===== src/rtl/led_seq_pkg.sv =====
// Shared encodings and constants for the LED sequencer.
package led_seq_pkg;

  typedef enum logic [2:0] {
    MODE_OFF   = 3'd0,
    MODE_ON    = 3'd1,
    MODE_SLOW  = 3'd2,
    MODE_FAST  = 3'd3,
    MODE_BURST = 3'd4
  } mode_t;

  typedef enum logic [1:0] {
    B_IDLE = 2'd0,
    B_ON   = 2'd1,
    B_OFF  = 2'd2
  } burst_state_t;

  localparam int                 PHASE_W        = 4;
  localparam logic [PHASE_W-1:0] PHASE_MAX      = 4'd9;
  localparam logic [PHASE_W-1:0] SLOW_ON_PHASES = 4'd5;

  // Encodings 5..7 are reserved and must be rejected.
  function automatic logic mode_is_valid(input logic [2:0] m);
    return m <= 3'd4;
  endfunction

endpackage


===== src/rtl/led_seq_channel.sv =====
// One LED channel: mode register, burst FSM and remaining-flash counter.
// The led pin is registered from the next mode/phase so a write or a tick
// is visible on the pin in the cycle right after it happens.
module led_seq_channel
  import led_seq_pkg::*;
#(
  parameter logic C_LED_ON = 1'b1
) (
  input  logic               clk,
  input  logic               rst,
  input  logic               tick,
  input  logic [PHASE_W-1:0] phase_nxt,
  input  logic               wr,
  input  logic [2:0]         mode,
  input  logic [3:0]         count,
  output logic               led,
  output logic               burst_done
);

  mode_t        mode_q, mode_d;
  burst_state_t state_q, state_d;
  logic [3:0]   rem_q, rem_d;
  logic         done_d;
  logic         lit_d;

  // Next mode, burst state, remaining count and lit level.
  // NOTE: every output of this block gets a default first, so no path leaves
  // a value unassigned and no latch is inferred.
  always_comb begin
    mode_d  = mode_q;
    state_d = state_q;
    rem_d   = rem_q;
    done_d  = 1'b0;
    if (wr) begin
      // A write always wins over a coincident tick and aborts any burst.
      state_d = B_IDLE;
      rem_d   = '0;
      if (mode == MODE_BURST) begin
        if (count == 4'd0) begin
          mode_d = MODE_OFF;
          done_d = 1'b1;
        end else begin
          mode_d  = MODE_BURST;
          state_d = B_ON;
          rem_d   = count;
        end
      end else begin
        mode_d = mode_t'(mode);
      end
    end else if (tick) begin
      case (state_q)
        B_ON:  state_d = B_OFF;
        B_OFF: begin
          // rem_q is never 0 here; the <= guard keeps the counter from wrapping.
          if (rem_q <= 4'd1) begin
            mode_d  = MODE_OFF;
            state_d = B_IDLE;
            rem_d   = '0;
            done_d  = 1'b1;
          end else begin
            rem_d   = rem_q - 4'd1;
            state_d = B_ON;
          end
        end
        default: ;
      endcase
    end

    case (mode_d)
      MODE_ON:    lit_d = 1'b1;
      MODE_SLOW:  lit_d = (phase_nxt < SLOW_ON_PHASES);
      MODE_FAST:  lit_d = ~phase_nxt[0];
      MODE_BURST: lit_d = (state_d == B_ON);
      default:    lit_d = 1'b0;
    endcase
  end

  // Channel state register with synchronous reset to unlit/OFF.
  // NOTE: sequential state uses non-blocking assignments so every flop
  // samples pre-edge values regardless of evaluation order.
  always_ff @(posedge clk) begin
    if (rst) begin
      mode_q     <= MODE_OFF;
      state_q    <= B_IDLE;
      rem_q      <= '0;
      led        <= ~C_LED_ON;
      burst_done <= 1'b0;
    end else begin
      mode_q     <= mode_d;
      state_q    <= state_d;
      rem_q      <= rem_d;
      led        <= lit_d ? C_LED_ON : ~C_LED_ON;
      burst_done <= done_d;
    end
  end

endmodule


===== src/rtl/led_seq_ctrl.sv =====
// LED sequencer top: shared prescaler/phase time base, config port decode,
// error reporting and one led_seq_channel per LED.
module led_seq_ctrl
  import led_seq_pkg::*;
#(
  parameter int   C_CLK_FREQ = 100000000,
  parameter int   C_TICK_DIV = C_CLK_FREQ / 10,
  parameter int   C_NUM_LEDS = 4,
  parameter logic C_LED_ON   = 1'b1,
  localparam int  CH_W       = (C_NUM_LEDS > 1) ? $clog2(C_NUM_LEDS) : 1
) (
  input  logic                  clk,
  input  logic                  rst,
  input  logic                  cfg_valid,
  output logic                  cfg_ready,
  input  logic [CH_W-1:0]       cfg_ch,
  input  logic [2:0]            cfg_mode,
  input  logic [3:0]            cfg_count,
  output logic [C_NUM_LEDS-1:0] led,
  output logic [C_NUM_LEDS-1:0] burst_done,
  output logic                  cfg_err
);

  localparam int             PRE_W    = $clog2(C_TICK_DIV);
  localparam logic [PRE_W-1:0] PRE_LAST = PRE_W'(C_TICK_DIV - 1);

  logic [PRE_W-1:0]      presc_q;
  logic                  tick;
  logic [PHASE_W-1:0]    phase_q, phase_d;
  logic                  accept, bad;
  logic [C_NUM_LEDS-1:0] wr;

  assign tick   = (presc_q == PRE_LAST);
  assign accept = cfg_valid && cfg_ready;

  // Next phase, write decode and per-channel write strobes.
  always_comb begin
    phase_d = phase_q;
    if (tick) phase_d = (phase_q == PHASE_MAX) ? '0 : phase_q + 4'd1;
    bad = (int'(cfg_ch) >= C_NUM_LEDS) || !mode_is_valid(cfg_mode);
    wr  = '0;
    for (int i = 0; i < C_NUM_LEDS; i++) begin
      wr[i] = accept && !bad && (int'(cfg_ch) == i);
    end
  end

  // Time base, ready and error registers.
  always_ff @(posedge clk) begin
    if (rst) begin
      presc_q   <= '0;
      phase_q   <= '0;
      cfg_ready <= 1'b0;
      cfg_err   <= 1'b0;
    end else begin
      presc_q   <= tick ? '0 : presc_q + 1'b1;
      phase_q   <= phase_d;
      cfg_ready <= 1'b1;
      cfg_err   <= accept && bad;
    end
  end

  for (genvar i = 0; i < C_NUM_LEDS; i++) begin : g_ch
    led_seq_channel #(
      .C_LED_ON (C_LED_ON)
    ) u_ch (
      .clk        (clk),
      .rst        (rst),
      .tick       (tick),
      .phase_nxt  (phase_d),
      .wr         (wr[i]),
      .mode       (cfg_mode),
      .count      (cfg_count),
      .led        (led[i]),
      .burst_done (burst_done[i])
    );
  end

endmodule


===== config.mk =====
export PLATFORM = sky130hd
export DESIGN_NAME = led_seq_ctrl
export DESIGN_NICKNAME = d
export VERILOG_FILES = /design/src/rtl/led_seq_pkg.sv /design/src/rtl/led_seq_channel.sv /design/src/rtl/led_seq_ctrl.sv
export SDC_FILE = /design/constraint.sdc
export NUM_CORES = 1
export LEC_CHECK = 0
export ABC_CLOCK_PERIOD_IN_PS = 4800
export BUFFER_PORTS_ARGS = -buffer_cell sky130_fd_sc_hd__buf_4
export CORE_ASPECT_RATIO = 1.75
export CORE_MARGIN = 2
export CORE_UTILIZATION = 30
export CTS_CLUSTER_SIZE = 28
export DETAILED_ROUTE_END_ITERATION = 6
export HOLD_SLACK_MARGIN = 0.05
export MAX_ROUTING_LAYER = met4
export PLACE_DENSITY = 0.42
export RECOVER_POWER = 50
export SYNTH_ARGS = -nofsm -noshare
export SYNTH_HDL_FRONTEND = slang
export SYNTH_SLANG_ARGS = --single-unit
export TNS_END_PERCENT = 5

===== constraint.sdc =====
create_clock -name clk -period 4.8 [get_ports clk]
set_input_delay 1.44 -clock clk [delete_from_list [all_inputs] [get_ports clk]]
set_output_delay 1.44 -clock clk [all_outputs]
set_load 0.02 [all_outputs]

==> summary.md <==
| Metric | Value |
|---|---|
| FFs w/ async S/R, synth | `0` |
| Top-Level Pins | `22` |
| Avg Cell Area, Syn | `approximately 8.4 µm²` |
| Crit Path Max Fanout | `37` |
| H-tree Lvls | `3` |
| EDFF count, synth | `0` |
| Iter 0 DRT Violations | `~120` |
| Cell area power density | `314 nW/µm²` |
| CTS Sinks | `74` |
| Clock Tree Root | `clkbuf_16` |
| Top cell type's share of synthesized area | `0.374` |
| Area of the multi-input gates | `around 2300 µm²` |
| Ant diodes | `0` |
| Die area | `14,200 µm²` |
| Internal Pwr Total | `between 1000 and 1500 µW` |
| Vias in the first global route | `between 3,000 and 4,000` |
| CP arrival | `3810 ps` |
| Total Nets Final | `between 500 and 600` |
| Initial DRT Pass Iterations | `4` |
| Setup_tns | `0 ps` |
| Post-synth cell types | `49` |
| Routed vias/inst | `~5.0` |
| Slew margin rel. | `-0.228` |
| I/O Buffers | `21` |
| Crit Path Class | `input pin to register` |
| Seq/Total Area, Yosys | `0.374` |
| CTS tree | `built` |
| Clock buffer depth | `2` |
| Die height | `between 150 and 200 µm` |
| Tot Pwr | `~1400 µW` |
| Die W | `slightly above 90 µm` |
| Max Clk Rate | `between 200 and 300 MHz` |
| WL per Instance | `15.7 µm` |
| Sequential cell area | `approximately 1500 µm²` |
| Worst setup SP type | `input pin` |
| Post-route ant nets | `0` |
| Total Wirelength | `roughly 10,000 µm` |
| Yosys warns | `0` |
| Worst vdd ir | `roughly 0.00015 V` |
| Leakage | `about 0.0017 µW` |
| Setup crit end kind | `register` |
| Synth Net Count | `between 400 and 500` |
| Area Overhead vs Synth | `13.0%` |
| Post-CTS Repair Setup Buffers | `0` |
| Cts repair resizes | `0` |
| Fin crit period | `3620 ps` |
| Hold_buf cts | `0` |
| Synthesis-stage register bit count | `74` |
| DP Wirelength | `roughly 7500 µm` |
| Initial Utilization | `0.306` |
| Gate Count Post-Synth | `471` |
| Area contributors post-synth | `dfxtp_1, nor2_1, mux2i_1` |
| P_sw | `322 µW` |
| CTS clk-pin slew, worst paths | `60 ps` |
| Switching Fraction | `0.229` |
| First-pass GRT wire length | `approximately 17,000 µm` |
| RePlAce Congestion | `around 0.79` |
| Outcome | `finished with violations` |
| Clock group share of total power | `0.492` |
| Synth area leader | `dfxtp_1` |
| Pins Over Slew Limit | `38` |
| Max Cap Viol | `1` |
| Worst-Margin Slew | `between 1500 and 2000 ps` |
| Area of the mapped netlist | `3960 µm²` |
| Final Hold Vio Count | `0` |
| Seq pwr share | `0.449` |
| Worst endpoint required time | `approximately 5000 ps` |
| TritonCTS buffer count | `9` |
| Drc violations | `0` |
| HP Class | `register to register` |
| Total GRT Usage | `0.157` |
| # fillers | `approximately 1,500` |
| Row count | `55` |
| Top_reg_cell synth | `dfxtp_1` |
| Worst skew pair latency | `~340 ps` |
| Via Count | `around 3,300` |
| Combinational share of power | `0.059` |
| Initial antenna violation count | `0` |
| Failing checks | `capacitance limit, slew limit` |
| Setup violators final | `0` |
| Final period utilization | `0.754` |
| Layout Skew | `between 6 and 7 ps` |
| Largest net degree at the start of global routing | `38` |
| RSZ-0062 raised after global routing | `false` |
| Overflow after GRT | `0` |
| Core area | `~13,000 µm²` |
| Layout cell share with drive strength beyond 1 | `0.0788` |
-- flip-flops by register name (all words and copies together), names as in the netlist --
register,flops
presc_q,24
g_ch.u_ch.rem_q,16
g_ch.u_ch.mode_q,12
g_ch.u_ch.state_q,8
g_ch.u_ch.burst_done,4
g_ch.u_ch.led,4
phase_q,4
cfg_err,1
cfg_ready,1
-- synthesized netlist by cell type (2+ instances only) --
cell / n
nor2_1: 61
xor2_1: 13
a31oi_1: 3
xnor2_1: 9
clkbuf_1: 20
and4bb_2: 2
nand2b_1: 2
o21a_1: 3
ha_1: 13
buf_4: 8
nor3_1: 26
and4b_1: 3
inv_1: 18
mux2i_1: 21
o32a_1: 2
o21ai_0: 12
nor2b_1: 6
nand3_1: 20
a21o_1: 4
or3_1: 5
or4_1: 7
o31ai_1: 6
a211oi_1: 20
nor4b_2: 2
a211oi_2: 3
a21oi_1: 19
nand2_1: 25
and3_1: 11
and2_1: 22
nand4_1: 11
dfxtp_1: 74
a311o_1: 3
-- worst max-delay path, stage by stage --
cell      delay, ps
clkbuf_1       1290
inv_1            90
buf_4           270
nand2_1         580
nor2_1          110
-- cells in the final DEF (no fill, tap or decap), types with 13 or more instances in the layout --
| master | n |
|---|---|
| a211oi_1 | 20 |
| nor2_1 | 61 |
| xor2_1 | 13 |
| and2_1 | 22 |
| inv_1 | 18 |
| dfxtp_1 | 74 |
| nand3_1 | 20 |
| a21oi_1 | 19 |
| nand2_1 | 25 |
| ha_1 | 13 |
| nor3_1 | 26 |
| mux2i_1 | 21 |
| clkbuf_1 | 14 |
-- routing by layer --
layer / GRT usage / share of wire / vias up
met4: 0.0599 / 0.016 / 0
met5: - / 0 / -
li1: - / - / 1684
met3: 0.0290 / 0.027 / 10
met2: 0.288 / 0.54 / 36
met1: 0.165 / 0.42 / 1563
-- metrics by stage --
stage                     hold WS, ps  std cells  instance area, µm²  utilization  setup WS, ps
after floorplan                   413        471                3960            -          1440
after global placement            424        637                4220        0.326          1230
after detailed placement          432        637                4220        0.326          1170
after CTS                         443        653                4530        0.350          1520
after global routing              461        653                4480        0.346           912
final                             444        653                4480        0.346          1180
-- power by group through the flow --
stage | Sequential (µW) | Combinational, µW | Clock [µW]
global route | 633 | 92.8 | 741
floorplan | 644 | 58.4 | 0
detailed placement | 646 | 86.6 | 0
finish | 632 | 82.5 | 692
CTS | 632 | 86.8 | 715
global placement | 646 | 86.1 | 0
-- worst paths after layout --
kind,start,end,slack [ps],depth (start not counted)
worst max-delay path,rst,presc_q[7]$_SDFF_PP0_,1180,5
worst min-delay path,presc_q[0]$_SDFF_PP0_,presc_q[0]$_SDFF_PP0_,440,1
worst min register to register,presc_q[0]$_SDFF_PP0_,presc_q[0]$_SDFF_PP0_,440,1
worst max register to register,presc_q[0]$_SDFF_PP0_,g_ch[0].u_ch.led$_SDFF_PP0_,1910,7
-- kinds of logic after synthesis --
logic type	count (synthesis)	synth area share
and+or+nand+nor	211	0.286
DFF	74	0.374
buffers and inverters	48	0.0537
AOI/OAI and AO/OA	82	0.144
adders and majority gates	13	0.0410
xor gates and xnor gates	22	0.0486
muxes	21	0.0530
-- cell type report --
type	instances	area share
Multi-Input combinational cell	349	0.507
Sequential cell	74	0.331
Clock buffer	12	0.0573
Tap cell	171	0.0478
Timing Repair Buffer	25	0.0310
Inverter	18	0.0151
Clock inverter	4	0.0112
Power figures use the tool's default switching activity.
